File: config.mk
export PLATFORM = sky130hd
export DESIGN_NAME = hazard_stall_ctrl
export DESIGN_NICKNAME = d
export VERILOG_FILES = /design/src/rtl/hazard_stall_ctrl.sv
export SDC_FILE = /design/constraint.sdc
export NUM_CORES = 1
export LEC_CHECK = 0
export CAP_MARGIN = 10
export CORE_ASPECT_RATIO = 1.4
export CORE_MARGIN = 5
export CORE_UTILIZATION = 30
export CTS_CLUSTER_DIAMETER = 200
export CTS_CLUSTER_SIZE = 8
export DETAILED_ROUTE_END_ITERATION = 7
export SETUP_SLACK_MARGIN = 0.4
export SLEW_MARGIN = 20
export SYNTH_ARGS = -nofsm -noshare
export SYNTH_HDL_FRONTEND = slang
export SYNTH_SLANG_ARGS = --single-unit
File: constraint.sdc
create_clock -name clk -period 6.05 [get_ports clk]
set_clock_uncertainty 0.2 [all_clocks]
set_input_delay 1.21 -clock clk [delete_from_list [all_inputs] [get_ports clk]]
set_output_delay 1.21 -clock clk [all_outputs]
set_load 0.02 [all_outputs]
File: src/rtl/hazard_stall_ctrl.sv
// hazard_stall_ctrl
//   Hazard and stall controller for the 5-stage ARM pipeline. It runs beside the
//   forwarding unit. It holds PC and IF/ID and inserts an ID/EXE bubble on RAW
//   hazards. It freezes the whole pipe while a slow SRAM access is outstanding
//   and flushes IF/ID on a taken branch. It also keeps saturating stall/freeze
//   counters and a sticky memory-timeout flag.
//
// Ports
//   clk            core clock
//   rst            synchronous active-low reset; gates every output to 0 while low
//   forward_en     forwarding unit active (only load-use is then a hazard)
//   id_valid       ID stage holds a real instruction
//   two_src        ID instruction reads src2
//   src1, src2     ID source register numbers
//   exe_wb_en      EXE write-back enable
//   exe_mem_r_en   EXE instruction is a load
//   exe_dest       EXE destination register
//   mem_wb_en      MEM write-back enable
//   mem_dest       MEM destination register
//   mem_req        MEM stage issues an SRAM access this cycle
//   mem_ready      SRAM access complete
//   branch_taken   taken branch resolved in EXE
//   clr_cnt        clear both counters and the timeout flag
//   hazard_stall   hold PC and IF/ID (same cycle)
//   bubble         load a NOP into ID/EXE (same cycle)
//   flush          squash IF/ID (same cycle)
//   freeze_all     hold every pipeline register (same cycle)
//   mem_timeout    sticky SRAM timeout flag
//   stall_cnt      saturating count of hazard_stall cycles
//   freeze_cnt     saturating count of freeze_all cycles
module hazard_stall_ctrl #(
  parameter int unsigned CNT_W       = 16,
  parameter int unsigned MEM_TIMEOUT = 64
) (
  input  logic             clk,
  input  logic             rst,
  input  logic             forward_en,
  input  logic             id_valid,
  input  logic             two_src,
  input  logic [3:0]       src1,
  input  logic [3:0]       src2,
  input  logic             exe_wb_en,
  input  logic             exe_mem_r_en,
  input  logic [3:0]       exe_dest,
  input  logic             mem_wb_en,
  input  logic [3:0]       mem_dest,
  input  logic             mem_req,
  input  logic             mem_ready,
  input  logic             branch_taken,
  input  logic             clr_cnt,
  output logic             hazard_stall,
  output logic             bubble,
  output logic             flush,
  output logic             freeze_all,
  output logic             mem_timeout,
  output logic [CNT_W-1:0] stall_cnt,
  output logic [CNT_W-1:0] freeze_cnt
);

  localparam int unsigned WAIT_W = $clog2(MEM_TIMEOUT + 1);
  localparam logic [WAIT_W-1:0] WAIT_LAST = WAIT_W'(MEM_TIMEOUT);
  localparam logic [WAIT_W-1:0] WAIT_ONE  = WAIT_W'(1);

  typedef enum logic {
    RUN      = 1'b0,
    MEM_WAIT = 1'b1
  } state_e;

  state_e            state_q, state_d;
  logic [WAIT_W-1:0] wait_q, wait_d;
  logic [WAIT_W-1:0] wait_inc;
  logic [CNT_W-1:0]  stall_cnt_q, stall_cnt_d;
  logic [CNT_W-1:0]  freeze_cnt_q, freeze_cnt_d;
  logic              mem_timeout_q, mem_timeout_d;
  logic              timeout_set;

  logic match1, match2, mmatch1, mmatch2;
  logic raw_hz;

  logic hazard_stall_c, bubble_c, flush_c, freeze_all_c;

  // Source/destination comparisons; r0 and r15 are ordinary registers here.
  always_comb begin
    match1  = (src1 == exe_dest);
    match2  = two_src & (src2 == exe_dest);
    mmatch1 = (src1 == mem_dest);
    mmatch2 = two_src & (src2 == mem_dest);
  end

  // With forwarding only a load in EXE cannot be bypassed; without it any
  // pending write in EXE or MEM blocks the ID instruction.
  always_comb begin
    if (forward_en) begin
      raw_hz = id_valid & exe_wb_en & exe_mem_r_en & (match1 | match2);
    end else begin
      raw_hz = id_valid & ((exe_wb_en & (match1 | match2)) |
                           (mem_wb_en & (mmatch1 | mmatch2)));
    end
  end

  // State, wait counter, perf counters and timeout flag.
  always_ff @(posedge clk) begin
    if (!rst) begin
      state_q       <= RUN;
      wait_q        <= '0;
      stall_cnt_q   <= '0;
      freeze_cnt_q  <= '0;
      mem_timeout_q <= 1'b0;
    end else begin
      state_q       <= state_d;
      wait_q        <= wait_d;
      stall_cnt_q   <= stall_cnt_d;
      freeze_cnt_q  <= freeze_cnt_d;
      mem_timeout_q <= mem_timeout_d;
    end
  end

  // Next-state and Mealy outputs.
  // wait_q counts the cycles of the access so far (the RUN cycle that started
  // it counts as 1). The access is abandoned on the cycle that would make the
  // count reach MEM_TIMEOUT, so MEM_TIMEOUT-1 cycles in total are frozen.
  always_comb begin
    state_d        = state_q;
    wait_d         = wait_q;
    wait_inc       = wait_q + WAIT_ONE;
    timeout_set    = 1'b0;
    hazard_stall_c = 1'b0;
    bubble_c       = 1'b0;
    flush_c        = 1'b0;
    freeze_all_c   = 1'b0;

    case (state_q)
      RUN: begin
        if (mem_req && !mem_ready) begin
          freeze_all_c = 1'b1;
          state_d      = MEM_WAIT;
          wait_d       = WAIT_ONE;
        end else if (branch_taken) begin
          // The ID instruction is squashed, so its hazard does not matter.
          flush_c = 1'b1;
        end else if (raw_hz) begin
          hazard_stall_c = 1'b1;
          bubble_c       = 1'b1;
        end
      end

      MEM_WAIT: begin
        if (mem_ready) begin
          state_d = RUN;
          wait_d  = '0;
          if (branch_taken) begin
            flush_c = 1'b1;
          end else if (raw_hz) begin
            hazard_stall_c = 1'b1;
            bubble_c       = 1'b1;
          end
        end else if (wait_inc == WAIT_LAST) begin
          timeout_set = 1'b1;
          state_d     = RUN;
          wait_d      = '0;
        end else begin
          freeze_all_c = 1'b1;
          wait_d       = wait_inc;
        end
      end

      default: begin
        state_d = RUN;
        wait_d  = '0;
      end
    endcase
  end

  // Saturating counters; a clear wins over a same-edge increment.
  always_comb begin
    stall_cnt_d   = stall_cnt_q;
    freeze_cnt_d  = freeze_cnt_q;
    mem_timeout_d = mem_timeout_q | timeout_set;
    if (clr_cnt) begin
      stall_cnt_d   = '0;
      freeze_cnt_d  = '0;
      mem_timeout_d = 1'b0;
    end else begin
      if (hazard_stall_c && (stall_cnt_q != '1)) begin
        stall_cnt_d = stall_cnt_q + CNT_W'(1);
      end
      if (freeze_all_c && (freeze_cnt_q != '1)) begin
        freeze_cnt_d = freeze_cnt_q + CNT_W'(1);
      end
    end
  end

  // Everything reads as 0 while reset is held, even before the reset edge.
  assign hazard_stall = rst & hazard_stall_c;
  assign bubble       = rst & bubble_c;
  assign flush        = rst & flush_c;
  assign freeze_all   = rst & freeze_all_c;
  assign mem_timeout  = rst & mem_timeout_q;
  assign stall_cnt    = rst ? stall_cnt_q  : '0;
  assign freeze_cnt   = rst ? freeze_cnt_q : '0;

endmodule

## Yosys cells after proc, flatten, opt, wreduce, memory -nomap -nowiden

Index checks and enable logic that the tools add are counted.

| storage, ports and cells | value |
|---|---|
| register bits after elaboration | 41 |
| bits of input ports | 28 |
| output and inout port bits | 37 |
| logic and storage cells | 62 |

| operators by class | value |
|---|---|
| add/subtract/negate cells | 3 |
| equal/unequal tests | 8 |
| mux-type cells | 23 |
| bitwise operators | 18 |
| reductions and logical operators | 5 |

Operators with widths:

| cell | number |
|---|---|
| 16-bit by 1-bit adder with 16-bit output (second input constant) | 2 |
| 16-bit two-way mux | 2 |
| 16-bit inequality test (second input constant) | 2 |
| 7-bit two-way mux | 3 |
| 4-bit == test | 4 |
| 1-bit two-way mux | 14 |
| 7-bit one-hot mux with 2 select lines | 1 |
| 1-bit AND | 12 |
| 7-bit by 1-bit adder with 7-bit output (second input constant) | 1 |
| 7-bit == test (second input constant) | 1 |
| 1-bit one-hot mux with 2 select lines | 3 |
| 1-bit bitwise OR | 4 |
| 1-bit logical AND | 3 |
| 2-bit inequality test (second input constant) | 1 |
| 1-bit inverter | 2 |
| 2-bit OR reduction | 1 |
| 1-bit logical NOT | 1 |

## Longest topological paths before layout

| logic depth | value |
|---|---|
| word-level depth | 12 |
| gate-level depth with buffers | 9 |
| gate-level depth less buffers | 7 |

## Worst setup path after synthesis

OpenSTA, ideal clock, no wires.

| path | value |
|---|---|
| path type | input -> output |
| from | in src2[3] |
| to | out hazard_stall |
| arrival time | 2,405 ps |
| required time | 4,640 ps |
| setup slack | 2,235 ps |
| stages | 6 |
| buffers on the path | 1 |
| cell sequence | xnor2_1 nand3_1 o32ai_1 o21a_1 and2_1 buf_4 |

| between the ends | value |
|---|---|
| cells in the longest elaborated chain, start to end | 12 |
| elaborated cells between the ends (all ways) | 18 |
| those cells by class | 2 x eq/ne; 6 x mux; 10 x bitwise |

Ends and longest elaborated chain:

| item | RTL line | RTL |
|---|---|---|
| start, declared | 41 | `input logic [3:0] src2,` |
| 4-bit == test, on equally long branches | 85, 87 |  |
| 1-bit AND, on equally long branches | 85, 87 |  |
| 1-bit bitwise OR, on equally long branches | 94, 96, 97 |  |
| 1-bit AND, on equally long branches | 96, 97 |  |
| 1-bit bitwise OR | 96 | `raw_hz = id_valid & ((exe_wb_en & (match1 \| match2)) \|` |
| 1-bit AND | 96 |  |
| 1-bit two-way mux (*) | 93 | `if (forward_en) begin` |
| 1-bit two-way mux (*) (2 in series) | n/a |  |
| 1-bit two-way mux, on equally long branches | n/a |  |
| 1-bit one-hot mux with 2 select lines (*) | n/a |  |
| 1-bit AND (*) | n/a |  |
| end, declared | 51 | `output logic hazard_stall,` |

Every way passes the cells marked *; elsewhere a longest branch is shown, timed or not.

## Final worst setup path

| path | value |
|---|---|
| from | in mem_ready |
| to | out hazard_stall |

| between the ends | value |
|---|---|
| cells in the longest elaborated chain, start to end | 5 |
| elaborated cells between the ends (all ways) | 6 |
| those cells by class | 3 x mux; 1 x bitwise; 2 x reduce/logical |

Ends and longest elaborated chain:

| item | RTL line | RTL |
|---|---|---|
| start, declared | 48 | `input logic mem_ready,` |
| 1-bit logical NOT | 134 | `if (mem_req && !mem_ready) begin` |
| 1-bit logical AND | 134 |  |
| 1-bit two-way mux | 134 |  |
| 1-bit one-hot mux with 2 select lines (*) | 132 | `case (state_q)` |
| 1-bit AND (*) | 194 | `assign hazard_stall = rst & hazard_stall_c;` |

Marks and branches as above.

==> results.yml <==
timing:
  grt_setup_unrepaired: "no"
  drv_slew: 0
  finalSetupViolations: 0
  max_freq_mhz: 205.6
  hold_viol_final: 0
  final.period_utilization_pct: 80.38
  slew-limit-headroom_pct: 41.15
  fin_setup_tns_ns: 0
  tightest_slew_ns: 0.8827
  fin_crit_ns: 4.863
worst_setup_path:
  r2r_setup_slack_ns: 2.82
  end_kind: "primary output"
  crit_arrival_ns: 3.45
  crit_path_start_kind: "primary input"
  worstSetupPathType: "primary input to primary output"
  cp_max_fo: 6
  required_ns: 4.64
  ff2ff_path_depth: 7
synthesis:
  yosysUniqueCellTypes: 54
  postSynthCellCount: 331
  ys_seq_area_share_pct: 30.71
  synth_nets: 363
  syn_area_per_cell_um2: 8.074
  synth.cell_area_mm2: 0.002673
  synth_edf_count: 0
  yosys_warnings: 0
  async_reset_ff_share_pct: 0
  synth_ff_type: "dfxtp_1"
  ys_seq_elements: 41
worst_hold_path:
  min_path_type: "flop to flop"
  whs_path_depth: 2
clock_tree:
  cts.repair.resized: 0
  post_cts_buffers: 0
  holdBufCountCts: 0
  cts_tree: "yes"
  clockBufferDepth: 2
  clock_sinks: 41
  clk_pin_slew_ns: 0.06
  htree_num_levels: 2
  insertion_delay_ns: 0.28
  cts-root-buf: "clkbuf_16"
  cts_made_buffers: 5
place:
  portBuffers: 64
  place_hpwl_mm: 5.278
  gp_congestion: 0.8109
power:
  p_leak_nw: 1.175
  netSwitchingFraction_pct: 21.60
  peakVddDrop_uv: 121.9
  power_mw: 0.6312
  comb_power_share_pct: 9.6
  p_sw_mw: 0.1364
  power_density_mw_per_mm2: 177.0
  p_int_mw: 0.4948
  pwr-share-seq_pct: 43.6
  p_clk_share_pct: 46.8
drt:
  drtPass1Iterations: 4
  wl_mm: 6.887
  vias: 2574
  dr.first_iter.drc_count: 129
  antenna_left: 0
  wire_per_inst_um: 13.94
  vias_per_cell: 5.211
  remaining_drc_errors: 0
floorplanning:
  io_pins: 65
  die_y_um: 121.7
  fp.dieW_um: 89.77
  die-area_mm2: 0.01092
  core_mm2: 0.008658
  row_count: 40
  start_util_pct: 30.87
final_layout:
  nets: 421
  antenna_cells: 0
  syn2layout_area_growth_pct: 33.43
  fillers: 875
  layout-drive-gt1-share_pct: 6.684
grt:
  track_usage_pct: 12.55
  grt_overflow_total: 0
  antenna_found_initial: 0
  grt_pass1_wl_mm: 11.74
  busiest_layer: "met2"
  grtUsageMet3_pct: 2.841
  grt_max_degree: 27
  met1_usage_pct: 14.22
  first_global_vias: 2543
  use_met2_pct: 23.26
outcome:
  status: "completed"
run:
  drv_cap: 0
Yosys cell counts (2+ instances only):
cell type  number  area (µm²)
dfxtp_1        41       820.8
and2_1         36       225.2
xnor2_1        25       219.0
nand2_1        24       90.09
nor2_1         21       78.83
a21oi_1        19       95.09
nand3_1        19       95.09
clkbuf_1       15       56.30
nand4_1        11       68.82
o21ai_0        11       55.05
nor2b_1         9       56.30
and4_1          7       61.31
or3_1           7       43.79
or4_1           7       52.55
o31ai_1         6       45.04
a211oi_1        5       37.54
a22oi_1         5       37.54
nand2b_1        5       31.28
a31o_2          4       35.03
ha_1            4       50.05
mux2i_1         4       40.04
a21bo_2         3       30.03
and3_1          3       18.77
inv_1           3       11.26
nand3b_1        3       22.52
a2111oi_0       2       17.52
a211oi_2        2       25.02
nor3_1          2       10.01
nor3b_1         2       15.01
xor2_1          2       17.52
flip-flops by register name, indices dropped and copies added (netlist names):
name and flops:
freeze_cnt_q 16, stall_cnt_q 16, wait_q 7, mem_timeout_q 1, state_q 1
logic make-up after synthesis:
kind of cell	count (synthesis)	share of synthesized area [%]
flops	41	30.71
mux	4	1.498
buf+inv	22	3.558
fa+ha+maj	4	1.873
compound gates	73	19.71
simple gates	160	33.80
xor+xnor	27	8.848
critical path, stage by stage:
cell and delay [ns]:
clkdlybuf4s50_1 0.58, nor2_1 0.14, nor3b_1 0.42, o21a_1 0.30, and2_1 0.19, clkdlybuf4s50_1 0.61
worst paths after layout:
| check | start | to |
|---|---|---|
| max | mem_ready | hazard_stall |
| min | mem_timeout_q$_SDFF_PP0_ | mem_timeout_q$_SDFF_PP0_ |
| max reg2reg | wait_q[0]$_SDFFE_PN0P_ | freeze_cnt_q[12]$_SDFFE_PP0P_ |
| min reg2reg | mem_timeout_q$_SDFF_PP0_ | mem_timeout_q$_SDFF_PP0_ |
through the flow:
step	util [%]	instance area [µm²]	hold slack, ns	cells	worst slack (ns)
finish	41.19	3566	0.2765	494	1.187
global route	41.19	3566	0.3133	494	0.9846
CTS	41.19	3566	0.2839	494	1.141
detailed placement	39.34	3406	0.2700	487	1.150
global placement	39.34	3406	0.2430	487	1.158
floorplan	-	2673	0.2292	331	2.235
metal layers:
layer / wire length, µm / part of all wire (%)
met4: 94 / 1.4
met5: 0 / 0
met1: 2916 / 42
met2: 3532 / 51
met3: 344 / 5.0
power groups by stage:
stage,clock network (mW),registers (mW),logic [mW]
after floorplan,0,0.278,0.0314
after global placement,0,0.281,0.0603
final,0.295,0.275,0.0605
after global routing,0.311,0.276,0.0669
after CTS,0.302,0.275,0.0615
after detailed placement,0,0.281,0.0612
cell usage in the layout, fill, tap and decap left out, types with 2 or more instances in the layout:
cell type and n:
a2111oi_0 2, a211oi_1 5, a211oi_2 2, a21bo_2 3
a21oi_1 19, a22oi_1 5, a31o_2 4, and2_1 36
and3_1 3, and4_1 7, buf_4 6, clkbuf_16 5
clkdlybuf4s50_1 64, dfxtp_1 41, ha_1 4, inv_1 3
mux2i_1 4, nand2_1 24, nand2b_1 5, nand3_1 19
nand3b_1 3, nand4_1 11, nor2_1 21, nor2b_1 9
nor3_1 2, nor3b_1 2, o21ai_0 11, o31ai_1 6
or3_1 7, or4_1 7, xnor2_1 25, xor2_1 2
cell type report:
class,instances,area [µm²],area share (%)
multi-input combinational,268,1757,49.26
sequential,41,820.8,23.02
timing repair buffer,70,685.7,19.23
tap,105,131.4,3.684
clock buffer,5,125.1,3.509
clock inverter,2,35.03,0.9825
inverter,3,11.26,0.3158
No activity file was read; power rests on OpenSTA's default activity.
